File: config.mk
export PLATFORM = sky130hd
export DESIGN_NAME = branch_resolve_unit
export DESIGN_NICKNAME = d
export VERILOG_FILES = /design/src/rtl/bru_pkg.sv /design/src/rtl/bru_fifo.sv /design/src/rtl/branch_resolve_unit.sv
export SDC_FILE = /design/constraint.sdc
export NUM_CORES = 1
export LEC_CHECK = 0
export ABC_CLOCK_PERIOD_IN_PS = 3770
export CAP_MARGIN = 20
export CORE_MARGIN = 5
export CORE_UTILIZATION = 35
export DETAILED_ROUTE_END_ITERATION = 8
export PLACE_DENSITY_LB_ADDON = 0.12
export SKIP_LAST_GASP = 1
export SLEW_MARGIN = 5
export SYNTH_ARGS = -nofsm -noshare
export SYNTH_HDL_FRONTEND = slang
export SYNTH_HIERARCHICAL = 1
export SYNTH_SLANG_ARGS = --single-unit
File: constraint.sdc
create_clock -name clk -period 3.77 [get_ports clk]
set_clock_uncertainty 0.15 [all_clocks]
set_input_delay 1.131 -clock clk [delete_from_list [all_inputs] [get_ports clk]]
set_output_delay 1.131 -clock clk [all_outputs]
set_load 0.005 [all_outputs]
File: src/rtl/bru_pkg.sv
// bru_pkg: shared defaults and queue-entry type for the branch resolve unit
package bru_pkg;
    localparam int DEPTH_DEFAULT = 4;
    localparam int CNT_W_DEFAULT = 16;
    // Single field for now; PC and history bits will be added here later
    typedef struct packed {
        logic pred_taken;
    } bru_entry_t;
endpackage

File: src/rtl/bru_fifo.sv
// bru_fifo: in-order prediction queue with flush; pointers wrap modulo DEPTH.
module bru_fifo import bru_pkg::*; #(
    parameter int DEPTH = DEPTH_DEFAULT
) (
    input  logic                     clk,
    input  logic                     rst,
    input  logic                     push,
    input  bru_entry_t               din,
    input  logic                     pop,
    input  logic                     flush,
    output bru_entry_t               dout,
    output logic                     full,
    output logic                     empty,
    output logic [$clog2(DEPTH):0]   count
);
    localparam int AW = $clog2(DEPTH);
    localparam int CW = AW + 1;
    bru_entry_t    mem_q [DEPTH];
    logic [AW-1:0] wr_ptr_q, wr_ptr_d, rd_ptr_q, rd_ptr_d;
    logic [CW-1:0] count_q, count_d;
    logic          do_push, do_pop;
    always_comb begin
        full     = count_q == CW'(DEPTH);
        empty    = count_q == '0;
        do_pop   = pop && !empty;
        // A full queue still takes a push when the head leaves on the same edge
        do_push  = push && !flush && (!full || do_pop);
        wr_ptr_d = wr_ptr_q + AW'(do_push);
        rd_ptr_d = flush ? wr_ptr_q : rd_ptr_q + AW'(do_pop);
        count_d  = flush ? '0 : count_q + CW'(do_push) - CW'(do_pop);
    end
    always_ff @(posedge clk or posedge rst) begin
        if (rst) begin
            wr_ptr_q <= '0;
            rd_ptr_q <= '0;
            count_q  <= '0;
        end else begin
            wr_ptr_q <= wr_ptr_d;
            rd_ptr_q <= rd_ptr_d;
            count_q  <= count_d;
        end
    end
    always_ff @(posedge clk) begin
        if (do_push) mem_q[wr_ptr_q] <= din;
    end
    assign dout  = mem_q[rd_ptr_q];
    assign count = count_q;
endmodule

File: src/rtl/branch_resolve_unit.sv
// branch_resolve_unit: matches resolved branches against queued predictions.
// Statistics counters n_resolved/n_mispred exist only when BRU_STATS_EN is defined.
module branch_resolve_unit import bru_pkg::*; #(
    parameter int DEPTH = DEPTH_DEFAULT,
    parameter int CNT_W = CNT_W_DEFAULT
) (
    input  logic                   clk,
    input  logic                   rst,
    input  logic                   pred_valid,
    input  logic                   pred_taken,
    output logic                   pred_ready,
    input  logic                   resolve_valid,
    input  logic                   resolve_taken,
    output logic                   result,
    output logic                   taken,
    output logic                   mispredict,
    output logic                   orphan,
    output logic [$clog2(DEPTH):0] occupancy
`ifdef BRU_STATS_EN
    ,
    output logic [CNT_W-1:0]       n_resolved,
    output logic [CNT_W-1:0]       n_mispred
`endif
);
    bru_entry_t head, din;
    logic       full, empty, pop;
    logic       result_q, result_d, taken_q, taken_d;
    logic       mispredict_q, mispredict_d, orphan_q, orphan_d;
    always_comb begin
        din          = '{pred_taken: pred_taken};
        pop          = resolve_valid && !empty;
        mispredict_d = pop && (head.pred_taken != resolve_taken);
        result_d     = pop;
        taken_d      = pop && resolve_taken;
        orphan_d     = resolve_valid && empty;
    end
    // A mispredict flushes on the pop edge and swallows any same-cycle push
    bru_fifo #(.DEPTH(DEPTH)) u_fifo (
        .clk   (clk),
        .rst   (rst),
        .push  (pred_valid),
        .din   (din),
        .pop   (pop),
        .flush (mispredict_d),
        .dout  (head),
        .full  (full),
        .empty (empty),
        .count (occupancy)
    );
    assign pred_ready = !full;
    always_ff @(posedge clk or posedge rst) begin
        if (rst) begin
            result_q     <= 1'b0;
            taken_q      <= 1'b0;
            mispredict_q <= 1'b0;
            orphan_q     <= 1'b0;
        end else begin
            result_q     <= result_d;
            taken_q      <= taken_d;
            mispredict_q <= mispredict_d;
            orphan_q     <= orphan_d;
        end
    end
    assign result     = result_q;
    assign taken      = taken_q;
    assign mispredict = mispredict_q;
    assign orphan     = orphan_q;
`ifdef BRU_STATS_EN
    logic [CNT_W-1:0] n_resolved_q, n_resolved_d, n_mispred_q, n_mispred_d;
    always_comb begin
        n_resolved_d = (result_q && ~&n_resolved_q) ? n_resolved_q + 1'b1 : n_resolved_q;
        n_mispred_d  = (mispredict_q && ~&n_mispred_q) ? n_mispred_q + 1'b1 : n_mispred_q;
    end
    always_ff @(posedge clk or posedge rst) begin
        if (rst) begin
            n_resolved_q <= '0;
            n_mispred_q  <= '0;
        end else begin
            n_resolved_q <= n_resolved_d;
            n_mispred_q  <= n_mispred_d;
        end
    end
    assign n_resolved = n_resolved_q;
    assign n_mispred  = n_mispred_q;
`endif
endmodule

After elaboration in Yosys (flattened, before gate mapping)
Memory sizes are Yosys's and may differ from the RTL's.
Cells that the tools add are included.

storage, ports and cells
  flip-flop bits (word level) = 11
  latch bits = 0
  input port bits = 6
  bits in read-only memories = 0
  memories = 1
  RAM bits = 4

memory list
  memory        depth  bits a word  rd ports  clocked after Yosys merged registers in  wr ports  RTL line        text
  u_fifo.mem_q  4      1            1         0                                        1         bru_fifo.sv:18  bru_entry_t mem_q [DEPTH];

operators by class
  shift-type cells = 0
  add/subtract/negate cells = 4
  bitwise gates (word level) = 0
  equal/unequal tests = 2
  muxes and demuxes = 4
  magnitude comparators = 0
  multipliers = 0
  reductions and logical operators = 12
  div/mod/pow operators = 0

operators by type and width
  operator                                     number
  1-bit logical AND                            7
  2-bit by 1-bit adder with 2-bit output       2
  3-bit by 1-bit adder with 3-bit output       1
  3-bit == test (second input constant)        1
  1-bit logical NOT                            3
  3-bit logical NOT                            1
  3-bit 2-to-1 mux                             1
  3-bit by 1-bit subtractor with 3-bit output  1
  1-bit 2-to-1 mux                             2
  2-bit 2-to-1 mux                             1
  1-bit logical OR                             1
  1-bit != test                                1

Depth between registers and ports, before layout
Gate-level depths: netlist (run 1).

  word-level depth = 10
  mapped depth = 11
  mapped depth without buffers = 11

Cells and area by module
Netlist (run 1), hierarchy kept.

by module, submodules not included
  module               cells an instance  instances  area an instance (um2)
  bru_fifo             41                 1          565.5
  branch_resolve_unit  11                 1          150.1

Worst setup path after synthesis (run 1)
OpenSTA, ideal clock, no wires.

  kind = input port to flip-flop
  start = input resolve_taken
  end = register u_fifo.count_q[2] (netlist: u_fifo/count[2])
  stages = 10
  required time = 3.494 ns
  buffers on the path = 0
  path slack = 0.768 ns
  arrival = 2.726 ns
  library setup time = 0.126 ns
  path through = xor2_1 -> and2_1 -> nand2b_1 -> a21o_4 -> o21bai_1 -> ha_1 -> inv_1 -> fa_1 -> xnor2_1 -> nor2_1

between the ends
  word-level cells in the longest chain between the ends = 8

RTL lines
  item                                         RTL line                   text
  start, declared                              branch_resolve_unit.sv:13  input logic resolve_taken,
  1-bit != test (*)                            branch_resolve_unit.sv:32  mispredict_d = pop && (head.pred_taken != resolve_taken);
  1-bit logical AND (*)                        branch_resolve_unit.sv:32
  net mispredict_d                             branch_resolve_unit.sv:28  logic mispredict_q, mispredict_d, orphan_q, orphan_d;
  1-bit logical NOT                            bru_fifo.sv:27             do_push = push && !flush && (!full || do_pop);
  1-bit logical AND (2 in a row)               bru_fifo.sv:27
  3-bit by 1-bit adder with 3-bit output       bru_fifo.sv:30             count_d = flush ? '0 : count_q + CW'(do_push) - CW'(do_pop);
  3-bit by 1-bit subtractor with 3-bit output  bru_fifo.sv:30
  3-bit 2-to-1 mux (*)                         bru_fifo.sv:30
  net u_fifo.count_d[2]                        bru_fifo.sv:20             logic [CW-1:0] count_q, count_d;
  end signal, assigned                         bru_fifo.sv:40             count_q <= count_d;
  end, declared                                bru_fifo.sv:20

The timed path passes the listed nets; every way through them passes the cells marked *.

Worst setup path after layout (run 1)
Ends and elaborated chain as after synthesis.

==> results.yml, run 1 <==
finish:
  nets: 81
  fillerInstances: 209
  syn_to_final_growth_pct: 27.6
  final_core_util: 0.466
  final_area_um2: 913
  multi_input_area_um2: 298
  ff_latch_area_um2: 395
  drive_gt1_frac: 0.186
  diodes: 0
timing:
  tns_ns: 0
  maxSlewHeadroom: 0.729
  finalSetupViolCount: 0
  grt_setup_unrepaired: "false"
  fin_crit_ns: 3.18
  clock.fmax_mhz: 314
  hold_viol: 0
  finalCritPeriodShare: 0.845
  whs_ns: 0.429
  drv_slew: 0
  worst_slew_pin_slew_ns: 0.403
  setup_slack_ns: 0.585
route:
  wl_um: 1130
  drt_drc_violations_left: 0
  wl_met2_um: 536
  drt-wirelength-per-cell_um: 11.7
  dr_wl_met3_um: 51
  dr_total_vias: 416
  drtPass1Iterations: 2
  wl_met1_um: 525
  drt_iter0_drc: 5
  routed_via_density: 4.29
  antenna_left: 0
  dr.max_layer_used: "met4"
placement:
  pre_cts_ws_ns: 0.309
  gp_congestion: 0.724
  place.detailed.hpwl_um: 892
  port_buffers: 13
  placed_cell_area_um2: 887
clock_network:
  post_cts_buffers: 0
  cts_buffers: 3
  cts-htree-levels: 1
  post_cts_resized: 0
  cts_buffer_depth: 2
  cts-root-buf: "clkbuf_4"
  cts_tree: "done"
  hold_buffers: 0
  clock_latency_ns: 0.27
  cts.sinks: 15
  cts.clk_slew.worst_paths_ns: 0.09
min_path:
  hold_depth: 1
  min_to: "u_fifo/wr_ptr_q[1]"
  hold_path.class: "reg2reg"
  hp-start: "u_fifo/wr_ptr_q[1]"
floorplan:
  ios: 14
  fp.dieArea_mm2: 0.00305
  fp.dieH_um: 55.2
  num_rows: 16
  core_area_mm2: 0.00196
  initial_utilization: 0.365
  die_width_um: 55.2
pwr:
  p_seq_frac: 0.421
  powerDensity_mw_per_mm2: 760
  power_frac_comb: 0.452
  p_leak_uw: 0.000391
  p_switching_uw: 232
  p_int_uw: 462
  p_clk_frac: 0.127
  switching_share: 0.334
  peakVddDrop_mv: 0.353
logic_synthesis:
  syn_nets: 62
  avgSynthCellArea_um2: 13.8
  yosysUniqueCellTypes: 26
  ys_ff_latch: 15
  syn_area_um2: 716
  synth_cells: 52
  ys_seq_area_frac: 0.552
  ys_warn_count: 6
critical_path:
  cp_num_buf_inv: 2
  slowest_delay_ns: 0.43
  path_delay_family: "adder cells"
  crit_arrival_ns: 3.20
  cpMaxStageDelayCell: "clkdlybuf4s50_1"
  r2r-end: "u_fifo/count[2]"
  start_kind: "input pin"
  path_depth: 11
  rr_startpoint: "u_fifo/rd_ptr_q[0]"
  cp-end-kind: "flop"
  regToRegSetupSlack_ns: 0.99
  cp_max_fo: 5
  crit_chain: "clkdlybuf4s50_1 -> xor2_1 -> and2_1 -> nand2b_1 -> a21o_4 -> o21bai_1 -> ha_1 -> inv_1 -> fa_1 -> xnor2_1 -> nor2_1"
  required_ns: 3.79
  rr_worst_depth: 11
  crit_type: "in2reg"
global_routing:
  grt-ovfl-total: 0
  grt_pass1_wl_um: 2030
  antenna_found_initial: 0
  track_usage: 0.0879
  grt_start_max_net_pins: 9
  grt_pass1_vias: 433
status:
  status: "finished, final reports clean"
job:
  cap_violations: 0
-- area by class of cell --
| class | instances | area share |
|---|---|---|
| Sequential cell | 15 | 0.433 |
| Multi-Input combinational cell | 31 | 0.326 |
| Timing Repair Buffer | 14 | 0.151 |
| Tap cell | 27 | 0.0370 |
| Clock buffer | 4 | 0.0288 |
| Inverter | 6 | 0.0247 |
-- layer usage --
metal | GRT usage | vias up
met4 | 0.0625 | 0
met3 | 0.0303 | 2
met5 | 0 | -
met1 | 0.103 | 196
li1 | - | 212
met2 | 0.133 | 6
-- layout by cell type (no fill, tap or decap), types with 2 or more instances in the layout --
| cell type | instances |
|---|---|
| clkdlybuf4s50_1 | 13 |
| dfrtp_1 | 11 |
| inv_1 | 5 |
| edfxtp_1 | 4 |
| xor2_1 | 3 |
| clkbuf_4 | 3 |
| ha_1 | 3 |
| and2_1 | 2 |
| nor2_1 | 2 |
| nor3b_2 | 2 |
| nor3_1 | 2 |
| xnor2_1 | 2 |
-- power by group through the flow --
stage,Clock (µW),Combinational [µW],Sequential (µW)
2_1_floorplan,0,204,290
3_3_place_gp,0,316,297
3_5_place_dp,0,318,297
4_1_cts,94.1,321,293
5_1_grt,98.9,357,303
6_report,88.0,314,292
-- worst reg2reg max path, delay by kind of cell (launching register included) --
family,cells,cell delay [ns]
adder cells (fa/ha/maj),2,0.53
multiplexers,1,0.52
flip-flops,1,0.39
AND/OR/NAND/NOR,3,0.39
AO/OA/AOI/OAI,2,0.35
XOR/XNOR,2,0.31
buffers and inverters,1,0.05
-- sequential cells by signal, summed over array words and instances (netlist names) --
| register | cells |
|---|---|
| u_fifo/wr_ptr_q | 2 |
| taken | 1 |
| result | 1 |
| u_fifo/mem_q | 4 |
| orphan | 1 |
| u_fifo/rd_ptr_q | 2 |
| u_fifo/count | 3 |
| mispredict | 1 |
-- cells by family after synthesis --
logic type	synth area share
muxes	0.0472
and+or+nand+nor	0.177
AOI/OAI and AO/OA	0.0507
DFF	0.552
adders and majority gates	0.0804
xor gates and xnor gates	0.0612
buffers and inverters	0.0315
-- Yosys cell counts, drive strengths merged --
master / n / area, µm²
mux2: 1 / 11.3
nor3: 2 / 10.0
xor2: 3 / 26.3
a21o: 1 / 15.0
and2: 4 / 28.8
nand2b: 1 / 6.26
nor2b: 2 / 20.0
dfrtp: 11 / 275
and3: 1 / 6.26
nand2: 1 / 3.75
inv: 6 / 22.5
o21ai: 1 / 5.00
o21bai: 1 / 7.51
ha: 3 / 37.5
edfxtp: 4 / 120
o31a: 1 / 8.76
nor3b: 3 / 43.8
mux4: 1 / 22.5
fa: 1 / 20.0
nor2: 2 / 7.51
xnor2: 2 / 17.5
-- worst max-delay path by stage --
stage | startpoint | end | slack, ns
3_3_place_gp | resolve_taken | u_fifo/count[2] | 0.29
5_1_grt | resolve_taken | u_fifo/count[2] | 0.47
6_report | resolve_taken | u_fifo/count[2] | 0.59
3_5_place_dp | resolve_taken | u_fifo/count[2] | 0.31
4_1_cts | resolve_taken | u_fifo/count[2] | 0.60
2_1_floorplan | resolve_taken | u_fifo/count[2] | 0.77
-- per-stage QoR --
step | power [µW] | instances
3_3_place_gp | 613 | 93
4_1_cts | 708 | 97
6_report | 694 | 97
5_1_grt | 758 | 97
2_1_floorplan | 494 | 52
3_5_place_dp | 615 | 93
(Power assumes the default switching activity.)
==> inputs of run 2 (changes only) <==
--- a/config.mk
+++ b/config.mk
@@ -5,7 +5,7 @@
 export SDC_FILE = /design/constraint.sdc
 export NUM_CORES = 1
 export LEC_CHECK = 0
-export ABC_CLOCK_PERIOD_IN_PS = 3770
+export ABC_CLOCK_PERIOD_IN_PS = 2730
 export CAP_MARGIN = 20
 export CORE_MARGIN = 5
 export CORE_UTILIZATION = 35
==> constraint.sdc (replaced) <==
create_clock -name clk -period 2.73 [get_ports clk]
set_clock_uncertainty 0.15 [all_clocks]
set_input_delay 0.819 -clock clk [delete_from_list [all_inputs] [get_ports clk]]
set_output_delay 0.819 -clock clk [all_outputs]
set_load 0.005 [all_outputs]
==> run 2 against run 1 <==
Effect of this change: design area increased by 11%; sequential share of layout area decreased by 4.1 points; non-clock buffer count increased by 10; core utilization increased by 4.9 points; cell count increased by 10%; register-to-register slack got worse by 0.95 ns; wire length increased by 1.9%; power increased by 56%; combinational power increased by 87%; clock-buffer cell count decreased by 1; critical path type is now reg2reg; largest power group unchanged.
==> results.yml, run 2 (synthesis results as in run 1) <==
finish:
  mostFrequentLayoutCells: "clkdlybuf4s50_1 (11), dfrtp_1 (11), buf_4 (10)"
  fillerInstances: 196
  diodes: 0
  ff_latch_area_um2: 395
  fin_cells: 107
  syn_to_final_growth_pct: 41.1
  top_register: "u_fifo/mem_q"
  final_core_util: 0.515
  nets: 91
  multi_input_area_um2: 313
  largest_reg_flops: 4
  drive_gt1_frac: 0.363
global_routing:
  antenna_found_initial: 0
  track_usage: 0.0854
  grt_start_max_net_pins: 10
  grt-ovfl-total: 0
  grt_pass1_vias: 450
  grt_pass1_wl_um: 2070
critical_path:
  cpMaxStageDelayCell: "fa_2"
  slowest_delay_ns: 0.52
  cp-end-kind: "flop"
  rr_worst_depth: 10
  cp_num_buf_inv: 1
  crit_chain: "mux4_2 -> xor2_1 -> and2_4 -> nand2b_4 -> a21o_4 -> o21bai_1 -> ha_2 -> inv_2 -> fa_2 -> nor2_1"
  crit_arrival_ns: 2.71
  path_delay_family: "adder cells"
  cp_max_fo: 2
  r2r-end: "u_fifo/count[1]"
  required_ns: 2.75
  regToRegSetupSlack_ns: 0.04
  crit_type: "reg2reg"
  rr_startpoint: "u_fifo/rd_ptr_q[0]"
  start_kind: "flop"
floorplan:
  ios: 14
  initial_utilization: 0.365
  fp.dieArea_mm2: 0.00305
  num_rows: 16
  fp.dieH_um: 55.2
  die_width_um: 55.2
  core_area_mm2: 0.00196
timing:
  worst_slew_pin_slew_ns: 0.283
  finalSetupViolCount: 0
  fin_crit_ns: 2.69
  hold_viol: 0
  finalCritPeriodShare: 0.986
  maxSlewHeadroom: 0.811
  grt_setup_unrepaired: "true"
  tns_ns: 0
  clock.fmax_mhz: 372
  drv_slew: 0
  setup_slack_ns: 0.0393
route:
  drt_drc_violations_left: 0
  drt_iter0_drc: 1
  dr.max_layer_used: "met4"
  drtPass1Iterations: 4
  dr_total_vias: 449
  wl_met1_um: 596
  routed_via_density: 4.20
  wl_met2_um: 507
  wl_um: 1160
  antenna_left: 0
  drt-wirelength-per-cell_um: 10.8
  dr_wl_met3_um: 41
min_path:
  hp-start: "u_fifo/wr_ptr_q[1]"
  hold_path.class: "reg2reg"
  min_to: "u_fifo/wr_ptr_q[1]"
  hold_depth: 1
clock_network:
  cts-root-buf: "clkbuf_4"
  cts.sinks: 15
  cts_buffers: 3
  cts.clk_slew.worst_paths_ns: 0.10
  cts_tree: "done"
  hold_buffers: 0
  clock_latency_ns: 0.28
  cts-htree-levels: 1
  cts_buffer_depth: 2
status:
  status: "finished, final reports clean"
pwr:
  p_leak_uw: 0.000457
  powerDensity_mw_per_mm2: 1070
  peakVddDrop_mv: 0.718
  total_power_uw: 1080
placement:
  place.detailed.hpwl_um: 929
  gp_congestion: 0.674
  pre_cts_ws_ns: -0.412
  port_buffers: 13
  dp_cells: 102
job:
  cap_violations: 0
run 2: changes by cell type in the layout (fill, tap and decap cells not counted), sizes merged:
cell,delta
dlygate4sd2,+1
clkbuf,-1
dlymetal6s2s,+1
clkdlybuf4s50,-2
clkinv,+1
buf,+10
run 2: worst max path at each step:
stage | from | to | slack, ns | cells after the start
finish | u_fifo/rd_ptr_q[0] | u_fifo/count[1] | 0.04 | 10
CTS | u_fifo/rd_ptr_q[0] | u_fifo/count[1] | 0.01 | 10
floorplan | u_fifo/rd_ptr_q[0] | u_fifo/count[2] | 0.003 | 11
detailed placement | resolve_taken | u_fifo/count[2] | -0.41 | 11
global placement | resolve_taken | u_fifo/count[2] | -0.42 | 11
global route | u_fifo/rd_ptr_q[0] | u_fifo/count[2] | -0.06 | 11
run 2: layout make-up:
type / count / share of cell area
tap: 27 / 0.0335
inverter: 6 / 0.0223
timing repair buffer: 24 / 0.216
multi-input combinational: 31 / 0.310
clock inverter: 1 / 0.00496
clock buffer: 3 / 0.0223
sequential: 15 / 0.392
run 2: per-layer routing:
layer  vias up  GRT usage
met4         0     0.0417
met3         2     0.0256
li1        229          -
met1       211      0.120
met2         7      0.118
met5         -          0
run 2: report_power, final:
part | internal (µW) | switching, µW
registers | 319 | 53.2
clock network | 54.3 | 70.3
logic | 359 | 229
total | 732 | 353
run 2: metrics by stage:
stage,hold slack [ns],area [µm²]
2_1_floorplan,0.370,717
3_3_place_gp,0.421,956
3_5_place_dp,0.420,956
4_1_cts,0.434,996
5_1_grt,0.473,1010
6_report,0.436,1010
run 2: repair_timing:
item / 4_1_cts / 5_1_grt
resized for setup: 5 / 3
setup buffers: 0 / 1
endpoints found under the setup margin: 2 / 2
pin swaps: 3 / 5
run 2: worst reg2reg max path, delay by kind of cell (launching register included):
kind	cells	cell delay, ns
buffers and inverters	1	0.04
multiplexers	1	0.51
AND/OR/NAND/NOR	3	0.32
adder cells (fa/ha/maj)	2	0.71
AO/OA/AOI/OAI	2	0.31
XOR/XNOR	1	0.16
flip-flops	1	0.38
